**src/rtl/fu_share_arbiter.sv**
```systemverilog
// fu_share_arbiter
//   Shares one multi-cycle functional unit (ce/idle/done handshake) among
//   NUM_REQ issue ports. A round-robin arbiter picks one requester, pulses
//   fu_ce with that requester's operands, remembers the owner and its tag, and
//   holds the FU result until writeback takes it. Only one op is in flight.
//
// Ports
//   clk, rst             clock, synchronous active-high reset
//   req_valid/req_ready  per-requester issue handshake (ready is one-hot or zero)
//   req_data0/req_data1  flattened operands, requester i at [i*DATA_WIDTH +: DATA_WIDTH]
//   req_tag              flattened destination tags, same packing
//   flush                kills the in-flight op and any held result
//   fu_ce/fu_idle        FU start pulse / FU ready to accept
//   fu_data_0/fu_data_1  operands to the FU (meaningful only while fu_ce=1)
//   fu_result/fu_done    FU result and completion pulse
//   res_valid/res_ready  result handshake towards writeback
//   res_data/res_tag     held result and its destination tag
//   res_src              index of the requester that owns the result
//   timeout_err          sticky watchdog error (only with FU_SHARE_ARB_TIMEOUT_EN)
//
// Optional feature
//   Define FU_SHARE_ARB_TIMEOUT_EN to add a watchdog: an op that waits
//   TIMEOUT_CYCLES cycles without fu_done is dropped and timeout_err is set.

module fu_share_arbiter #(
    parameter int unsigned DATA_WIDTH     = 32,
    parameter int unsigned NUM_REQ        = 4,
    parameter int unsigned TAG_WIDTH      = 6,
    parameter int unsigned TIMEOUT_CYCLES = 64,
    localparam int unsigned IdxWidth      = $clog2(NUM_REQ)
) (
    input  logic                          clk,
    input  logic                          rst,
    input  logic [NUM_REQ-1:0]            req_valid,
    output logic [NUM_REQ-1:0]            req_ready,
    input  logic [NUM_REQ*DATA_WIDTH-1:0] req_data0,
    input  logic [NUM_REQ*DATA_WIDTH-1:0] req_data1,
    input  logic [NUM_REQ*TAG_WIDTH-1:0]  req_tag,
    input  logic                          flush,
    output logic                          fu_ce,
    input  logic                          fu_idle,
    output logic [DATA_WIDTH-1:0]         fu_data_0,
    output logic [DATA_WIDTH-1:0]         fu_data_1,
    input  logic [DATA_WIDTH-1:0]         fu_result,
    input  logic                          fu_done,
    output logic                          res_valid,
    input  logic                          res_ready,
    output logic [DATA_WIDTH-1:0]         res_data,
    output logic [TAG_WIDTH-1:0]          res_tag,
    output logic [IdxWidth-1:0]           res_src
`ifdef FU_SHARE_ARB_TIMEOUT_EN
    ,
    output logic                          timeout_err
`endif
);

    typedef enum logic [1:0] {StIdle, StWait, StResp} state_e;

    state_e state_q, state_d;

    logic [DATA_WIDTH-1:0] op0 [NUM_REQ];
    logic [DATA_WIDTH-1:0] op1 [NUM_REQ];
    logic [TAG_WIDTH-1:0]  tag [NUM_REQ];

    logic [IdxWidth-1:0]   rr_ptr_q;
    logic [IdxWidth-1:0]   cand;
    logic [IdxWidth-1:0]   win_idx;
    logic                  win_found;

    logic                  grant;
    logic                  capture;
    logic                  res_accept;
    logic                  wd_expire;

    logic [TAG_WIDTH-1:0]  owner_tag_q;
    logic                  res_valid_q;
    logic [DATA_WIDTH-1:0] res_data_q;
    logic [TAG_WIDTH-1:0]  res_tag_q;
    logic [IdxWidth-1:0]   res_src_q;

    for (genvar gi = 0; gi < NUM_REQ; gi++) begin : g_unpack
        assign op0[gi] = req_data0[gi*DATA_WIDTH +: DATA_WIDTH];
        assign op1[gi] = req_data1[gi*DATA_WIDTH +: DATA_WIDTH];
        assign tag[gi] = req_tag[gi*TAG_WIDTH +: TAG_WIDTH];
    end

    // Round-robin pick: scan from the slot after the last winner, wrapping around.
    always_comb begin
        win_found = 1'b0;
        win_idx   = '0;
        cand      = '0;
        for (int unsigned off = 1; off <= NUM_REQ; off++) begin
            cand = IdxWidth'((32'(rr_ptr_q) + off) % NUM_REQ);
            if (!win_found && req_valid[cand]) begin
                win_found = 1'b1;
                win_idx   = cand;
            end
        end
    end

    // ---------------------------------------------------------------------
    // FSM: state register
    // ---------------------------------------------------------------------
    always_ff @(posedge clk) begin
        if (rst) begin
            state_q <= StIdle;
        end else begin
            state_q <= state_d;
        end
    end

    // ---------------------------------------------------------------------
    // FSM: next state (flush overrides every transition)
    // ---------------------------------------------------------------------
    always_comb begin
        state_d = state_q;
        if (flush) begin
            state_d = StIdle;
        end else begin
            unique case (state_q)
                StIdle: if (grant) state_d = StWait;
                StWait: begin
                    if (fu_done) begin
                        state_d = StResp;
                    end else if (wd_expire) begin
                        state_d = StIdle;
                    end
                end
                StResp: if (res_ready) state_d = StIdle;
                default: state_d = StIdle;
            endcase
        end
    end

    // ---------------------------------------------------------------------
    // FSM: outputs and strobes
    // ---------------------------------------------------------------------
    always_comb begin
        grant      = (state_q == StIdle) && win_found && fu_idle && !flush;
        capture    = (state_q == StWait) && fu_done && !flush;
        res_accept = (state_q == StResp) && res_ready && !flush;
        fu_ce      = grant;
        req_ready  = '0;
        if (grant) begin
            req_ready[win_idx] = 1'b1;
        end
        fu_data_0  = op0[win_idx];
        fu_data_1  = op1[win_idx];
    end

    // ---------------------------------------------------------------------
    // Owner tracking and result holding register
    // ---------------------------------------------------------------------
    // rr_ptr_q only moves on a grant, so while an op is in flight it also
    // names the owner; res_src is taken from it.
    always_ff @(posedge clk) begin
        if (rst) begin
            rr_ptr_q    <= IdxWidth'(NUM_REQ - 1);
            owner_tag_q <= '0;
            res_valid_q <= 1'b0;
            res_data_q  <= '0;
            res_tag_q   <= '0;
            res_src_q   <= '0;
        end else begin
            if (grant) begin
                rr_ptr_q    <= win_idx;
                owner_tag_q <= tag[win_idx];
            end
            if (flush) begin
                res_valid_q <= 1'b0;
            end else if (capture) begin
                res_valid_q <= 1'b1;
                res_data_q  <= fu_result;
                res_tag_q   <= owner_tag_q;
                res_src_q   <= rr_ptr_q;
            end else if (res_accept) begin
                res_valid_q <= 1'b0;
            end
        end
    end

    assign res_valid = res_valid_q;
    assign res_data  = res_data_q;
    assign res_tag   = res_tag_q;
    assign res_src   = res_src_q;

`ifdef FU_SHARE_ARB_TIMEOUT_EN
    localparam int unsigned WdWidth = $clog2(TIMEOUT_CYCLES + 1);

    logic [WdWidth-1:0] wd_cnt_q;
    logic               timeout_err_q;

    // Counter holds the number of completed WAIT cycles; the limit is hit in
    // the TIMEOUT_CYCLES-th WAIT cycle unless fu_done arrives in that cycle.
    assign wd_expire = (state_q == StWait) && !fu_done &&
                       (wd_cnt_q == WdWidth'(TIMEOUT_CYCLES - 1));

    always_ff @(posedge clk) begin
        if (rst) begin
            wd_cnt_q      <= '0;
            timeout_err_q <= 1'b0;
        end else begin
            if (grant) begin
                wd_cnt_q <= '0;
            end else if (state_q == StWait) begin
                wd_cnt_q <= wd_cnt_q + 1'b1;
            end
            if (wd_expire && !flush) begin
                timeout_err_q <= 1'b1;
            end
        end
    end

    assign timeout_err = timeout_err_q;
`else
    logic [31:0] unused_timeout_cycles;

    assign wd_expire             = 1'b0;
    assign unused_timeout_cycles = 32'(TIMEOUT_CYCLES);
`endif

endmodule
```
**config.mk**
```make
export PLATFORM = sky130hd
export DESIGN_NAME = fu_share_arbiter
export DESIGN_NICKNAME = d
export VERILOG_FILES = /design/src/rtl/fu_share_arbiter.sv
export SDC_FILE = /design/constraint.sdc
export NUM_CORES = 1
export LEC_CHECK = 0
export ABC_AREA = 1
export CAP_MARGIN = 20
export CORE_AREA = 2 2 167 169
export DETAILED_ROUTE_END_ITERATION = 10
export DIE_AREA = 0 0 169 171
export HOLD_SLACK_MARGIN = 0.02
export SLEW_MARGIN = 20
export SYNTH_ARGS = -nofsm -noshare
export SYNTH_HDL_FRONTEND = slang
export SYNTH_SLANG_ARGS = --single-unit
```
**constraint.sdc**
```tcl
create_clock -name clk -period 2.2 [get_ports clk]
set_input_delay 0.44 -clock clk [delete_from_list [all_inputs] [get_ports clk]]
set_output_delay 0.44 -clock clk [all_outputs]
set_load 0.005 [all_outputs]
```
### Word-level counts from Yosys, hierarchy flattened

Cells that the tools add are included.

* bitwise operators: 2
* equality and inequality tests: 5
* magnitude comparators: 7
* mux-type cells: 34
* reductions and logical operators: 20
* add/sub/neg operators: 4

Operators by type and width (count)
* $bmux 32 s2: 2
* $mux 32: 4
* $lt 2x3->1 const B: 5
* $mux 2: 7
* $bmux 6 s2: 1
* $mux 6: 2
* $logic_and 1x1->1: 11
* $mux 1: 11
* $bmux 1 s2: 4
* $ne 2x2->1 const B: 3
* $pmux 2 s3: 1
* $add 2x1->2 const B: 2
* $add 2x2->2 const B: 2
* $logic_not 1->1: 4
* $mux 4: 1
* $ge 3x3->1 const B: 1
* $not 2->3: 1
* $reduce_and 3->1: 1
* $demux 1 s2: 1
* $eq 2x1->1 const B: 1
* $eq 2x2->1 const B: 1
* $ge 2x1->1 const B: 1
* $logic_not 2->1: 1
* $reduce_and 2->1: 1
* other kinds (3): 3

* flip-flop bits (word level): 51
* word-level logic and storage cells: 79
* output and inout bits: 110
* bits of input ports: 322

### Logic depth before layout (Yosys ltp)

Gate-level depths: netlist of the first run.

* word-level depth: 18
* mapped depth: 18
* depth with buffers taken out: 16

### Worst setup path before layout of the first run

No wires, ideal clock.

* kind: reg2out
* start: register rr_ptr_q[0]
* end: output port fu_data_1[11]
* setup slack: 0.053 ns
* data required time: 1.760 ns
* stages on the path, launching flop included: 16
* arrival: 1.707 ns
* buffers on the path: 3
* path through: dfxtp_1 > buf_6 > inv_4 > nand2_1 > nand2_1 > nand2_1 > nand2_2 > nor2_4 > nand3_1 > nor2b_1 > buf_6 > nand2_2 > inv_2 > buf_2 > a22oi_1 > nand2_1

* word-level cells in the longest chain between the ends: 17
* elaborated cells on any way between the ends: 29
* those cells by class: 4 x add/sub; 18 x mux; 1 x bitwise; 6 x reduce/logical

Ends and longest elaborated chain
* start, declared: line 65 `logic [IdxWidth-1:0] rr_ptr_q;`
* start signal, assigned: line 158 `rr_ptr_q <= IdxWidth'(NUM_REQ - 1);`
* start signal, assigned: line 166 `rr_ptr_q <= win_idx;`
* $add 2x1->2: line 93 `cand = IdxWidth'((32'(rr_ptr_q) + off) % NUM_REQ);`
* $bmux 1 s2: line 94 `if (!win_found && req_valid[cand]) begin`
* $mux 1 (not written as such): line 94
* $mux 1: line 94
* $logic_not 1->1: line 94
* $logic_and 1x1->1: line 94
* $mux 1: line 94
* $logic_not 1->1: line 94
* $logic_and 1x1->1: line 94
* $mux 1: line 94
* $logic_not 1->1: line 94
* $logic_and 1x1->1: line 94
* $mux 2 *: line 94
* $not 2->3 (not written as such) *: line 148 `fu_data_1 = op1[win_idx];`
* $bmux 32 s2 *: line 148
* $mux 32 (not written as such) * (2 in a row): line 148
* end, declared: line 43 `output logic [DATA_WIDTH-1:0] fu_data_1,`

Mark *: on every way between the ends. The rest lies on a longest branch, timed or not. The select of a mux whose other input is x is not followed.

### Worst setup path in the final report of the first run

* start: register rr_ptr_q[0]
* end: output port fu_data_1[16]

The elaborated chain is that of the path after synthesis.

==> results of run 1 <==
==> logic make-up after synthesis <==
| kind of cell | Yosys count |
|---|---|
| buf+inv | 60 |
| compound gates | 130 |
| simple gates | 363 |
| flops | 51 |
==> sequential cells by signal (all words and copies together) (netlist names) <==
name,count
state_q,2
res_valid,1
res_tag,6
res_data,32
owner_tag_q,6
rr_ptr_q,2
res_src,2
==> power by group through the flow <==
| stage | sequential, mW | combinational [mW] | clock, mW |
|---|---|---|---|
| global route | 0.973 | 6.43 | 0.857 |
| finish | 0.970 | 6.05 | 0.807 |
| detailed placement | 0.986 | 4.03 | 0 |
| CTS | 0.967 | 5.27 | 0.828 |
| floorplan | 0.984 | 1.52 | 0 |
| global placement | 0.986 | 4.02 | 0 |
==> worst min-delay path, delay by kind of cell (launching register included) <==
| kind | cells | cell delay, ns |
|---|---|---|
| buffers and inverters | 1 | 0.06 |
| AOI/OAI and AO/OA | 1 | 0.06 |
| DFF | 1 | 0.30 |
==> routing by layer <==
metal,global-route usage,vias to the layer above
li1,-,3108
met1,0.199,2998
met2,0.316,284
met3,0.0488,30
met4,0.0338,0
met5,0,-
==> layout make-up <==
type                    count  area (um2)
diodes                      2        5.00
clock buffers               7         143
clock inverters             1        8.76
fillers                  2737       16700
inverters                  18        98.8
multi-input cells         493        3120
flip-flops and latches     51        1030
well taps                 346         433
repair buffers            553        5770
==> cell usage after synthesis (5+ instances only) <==
library cell and n:
clkbuf_1 12, a22oi_1 72, buf_2 25, nor2_1 87, inv_2 6, nand4_1 29
nand2_2 5, o21ai_0 45, dfxtp_1 51, nand3_1 28, a21oi_1 11, inv_1 10
nand2_1 206
==> worst max path at each step <==
stage | depth (start not counted) | start | end
global placement | 15 | req_valid[2] | fu_data_1[15]
finish | 17 | rr_ptr_q[0] | fu_data_1[16]
global route | 17 | rr_ptr_q[0] | fu_data_1[31]
CTS | 19 | rr_ptr_q[0] | fu_data_1[22]
detailed placement | 15 | req_valid[2] | fu_data_1[15]
floorplan | 15 | rr_ptr_q[0] | fu_data_1[11]
==> per-stage QoR <==
stage | power, mW | hold slack (ns)
floorplan | 2.51 | 0.430
global placement | 5.01 | 0.450
detailed placement | 5.02 | 0.449
CTS | 7.06 | 0.459
global route | 8.26 | 0.469
finish | 7.83 | 0.459
==> what timing repair did <==
item / in CTS / in global routing
gates resized for setup: 351 / 199
gates cloned: 16 / 7
buffers inserted: 39 / 26
endpoints found under the setup margin: 72 / 73
pin swaps: 32 / 54
==> metrics.txt, run 1 <==
FF-to-FF Start=rr_ptr_q[0]; asr flop ratio synth=0; RePlAce Congestion=between 0.8 and 0.9; area share of the leading cell type in the synthesized netlist=0.277; period utilisation layout=1.38; worst skew pair latency=around 0.29 ns; post-placement cell area=around 0.0086 mm2; Mean Syn Cell Area=just over 6 um2; sequential power share=0.124; wire length of the first global-routing pass=between 30 and 40 mm; Vias=between 6k and 7k; setup TNS=-47.56 ns; Max Cap Viol=0; post-synthesis compound-gate area fraction=0.227; FMAX=330 MHz; CTS tree=done; Pwr per Cell Area=~740 mW/mm2; row count=between 60 and 70; commonest non-fill, non-tap cell in the layout=clkdlybuf4s50_1; area growth from synthesis to layout=188%; element type at the critical path end=output pin; GRT overflow=0; minimum clock period=between 3 and 4 ns; synthesized flop and latch total=between 50 and 60; vias per inst=4.36; Die Ht=about 170 um; crit path DAT=2.59 ns; Final WS setup=-0.833 ns; post-synth top area cell=dfxtp_1; Mapped Cells=604; slew margin rel.=0.740; final hold viol count=0; Distinct cells, synth=25; Max VDD drop=~0.58 mV; r2r endpoint=owner_tag_q[2]; IO Port Bufs=431; Final ANT Viol Nets=0; Final Non-Filler Cells=1471; Synth Area in XOR/XNOR=0; drt drc=0; H-tree Lvls=2; vias in the first global route=approximately 6.2k; design area=between 0.01 and 0.015 mm2; min-delay worst type=reg -> reg; Clock Sink Count=between 50 and 60; adder-cell area share of the yosys netlist=0; I/O pin count=approximately 430; final net count=1444; largest net degree at the start of global routing=45; antenna violations before repair=2; switch share=0.393; critical path's slowest cell=dfxtp_4; most frequent cells in the layout=clkdlybuf4s50_1 (358), nand2_1 (143), nor2_1 (83); Initial DRC Count=between 200 and 300; WS Path Type=reg -> out; mapped cell area=0.00368 mm2; RSZ-0062 raised after global routing=yes; WP buf/inv=8; Critical Path, Cell by Cell=buf_12 > nand2_4 > nand3_2 > nand2_2 > inv_2 > nor2_4 > nand3_4 > nor2b_4 > buf_6 > buf_6 > nand2_8 > inv_16 > buf_12 > buf_16 > nand2_2 > nand4_1 > buf_2; gr usage total=0.172; DIE AREA=slightly below 0.03 mm2; Setup WS pre-CTS=-1.17 ns; R2R setup slack=-0.07 ns; hold endpoint=res_tag[0]; main combinational cell family by area after synthesis=simple AND/OR/NAND/NOR gates; R2R depth=18; Die W=~170 um; Synth Flop Type=dfxtp_1; DP HPWL=around 19 mm; Worst Tran Pin Value=0.390 ns; NetSw=3.07 mW; Core Region=~0.027 mm2; status=complete, but fails checks; Top Metal Used=met4; Bufs on Longest Clock Path=2; final setup fails=73; critical path peak fanout=9; leakage power=around 4.5 nW; Core Util, Final=0.388; DR WL met3=between 2 and 2.5 mm; sequential area share after synthesis=0.277; Clock Pin Slew Worst Setup and Hold Paths=0.07 ns; Logic pwr share=0.773; Pre-antenna DRT Iters=6; min-delay src=owner_tag_q[0]; hold_buf cts=0; CP peak stage delay=approximately 0.36 ns; Starting Density=0.135; clock power share=0.103; dpl cells=1382; CTS root buf=clkbuf_16; total CTS buffers=5; cell internal pwr=about 4.8 mW; Simple-Gate Fraction of Synth Area=0.417; average wire per standard cell=slightly below 20 um; Final Max Slew Viols=0; Worst Skew=~0.0064 ns; largest cells by area after synthesis=dfxtp_1 (28%), nand2_1 (21%), a22oi_1 (15%); routed wire length=28.6 mm; hold path depth=2; mux cell area share after synthesis=0; CP Launch Type=flop; WL met2=14.8 mm; violated checks=setup timing; CP top delay family=buffers and inverters; CP required=1.76 ns; share of post-route cells with drive strength above 1=0.329; Syn Nets=slightly above 900; M1 wire length=11.0 mm; Yosys warning count=0; EDFF count, synth=0
No activity file was read; power rests on OpenSTA's default activity.
==> run 2: changes to the inputs <==
- CTS_CLUSTER_SIZE: unset -> 20
==> results of run 2 <==
No change in the layout: final DEF, timing and power equal those of run 1.
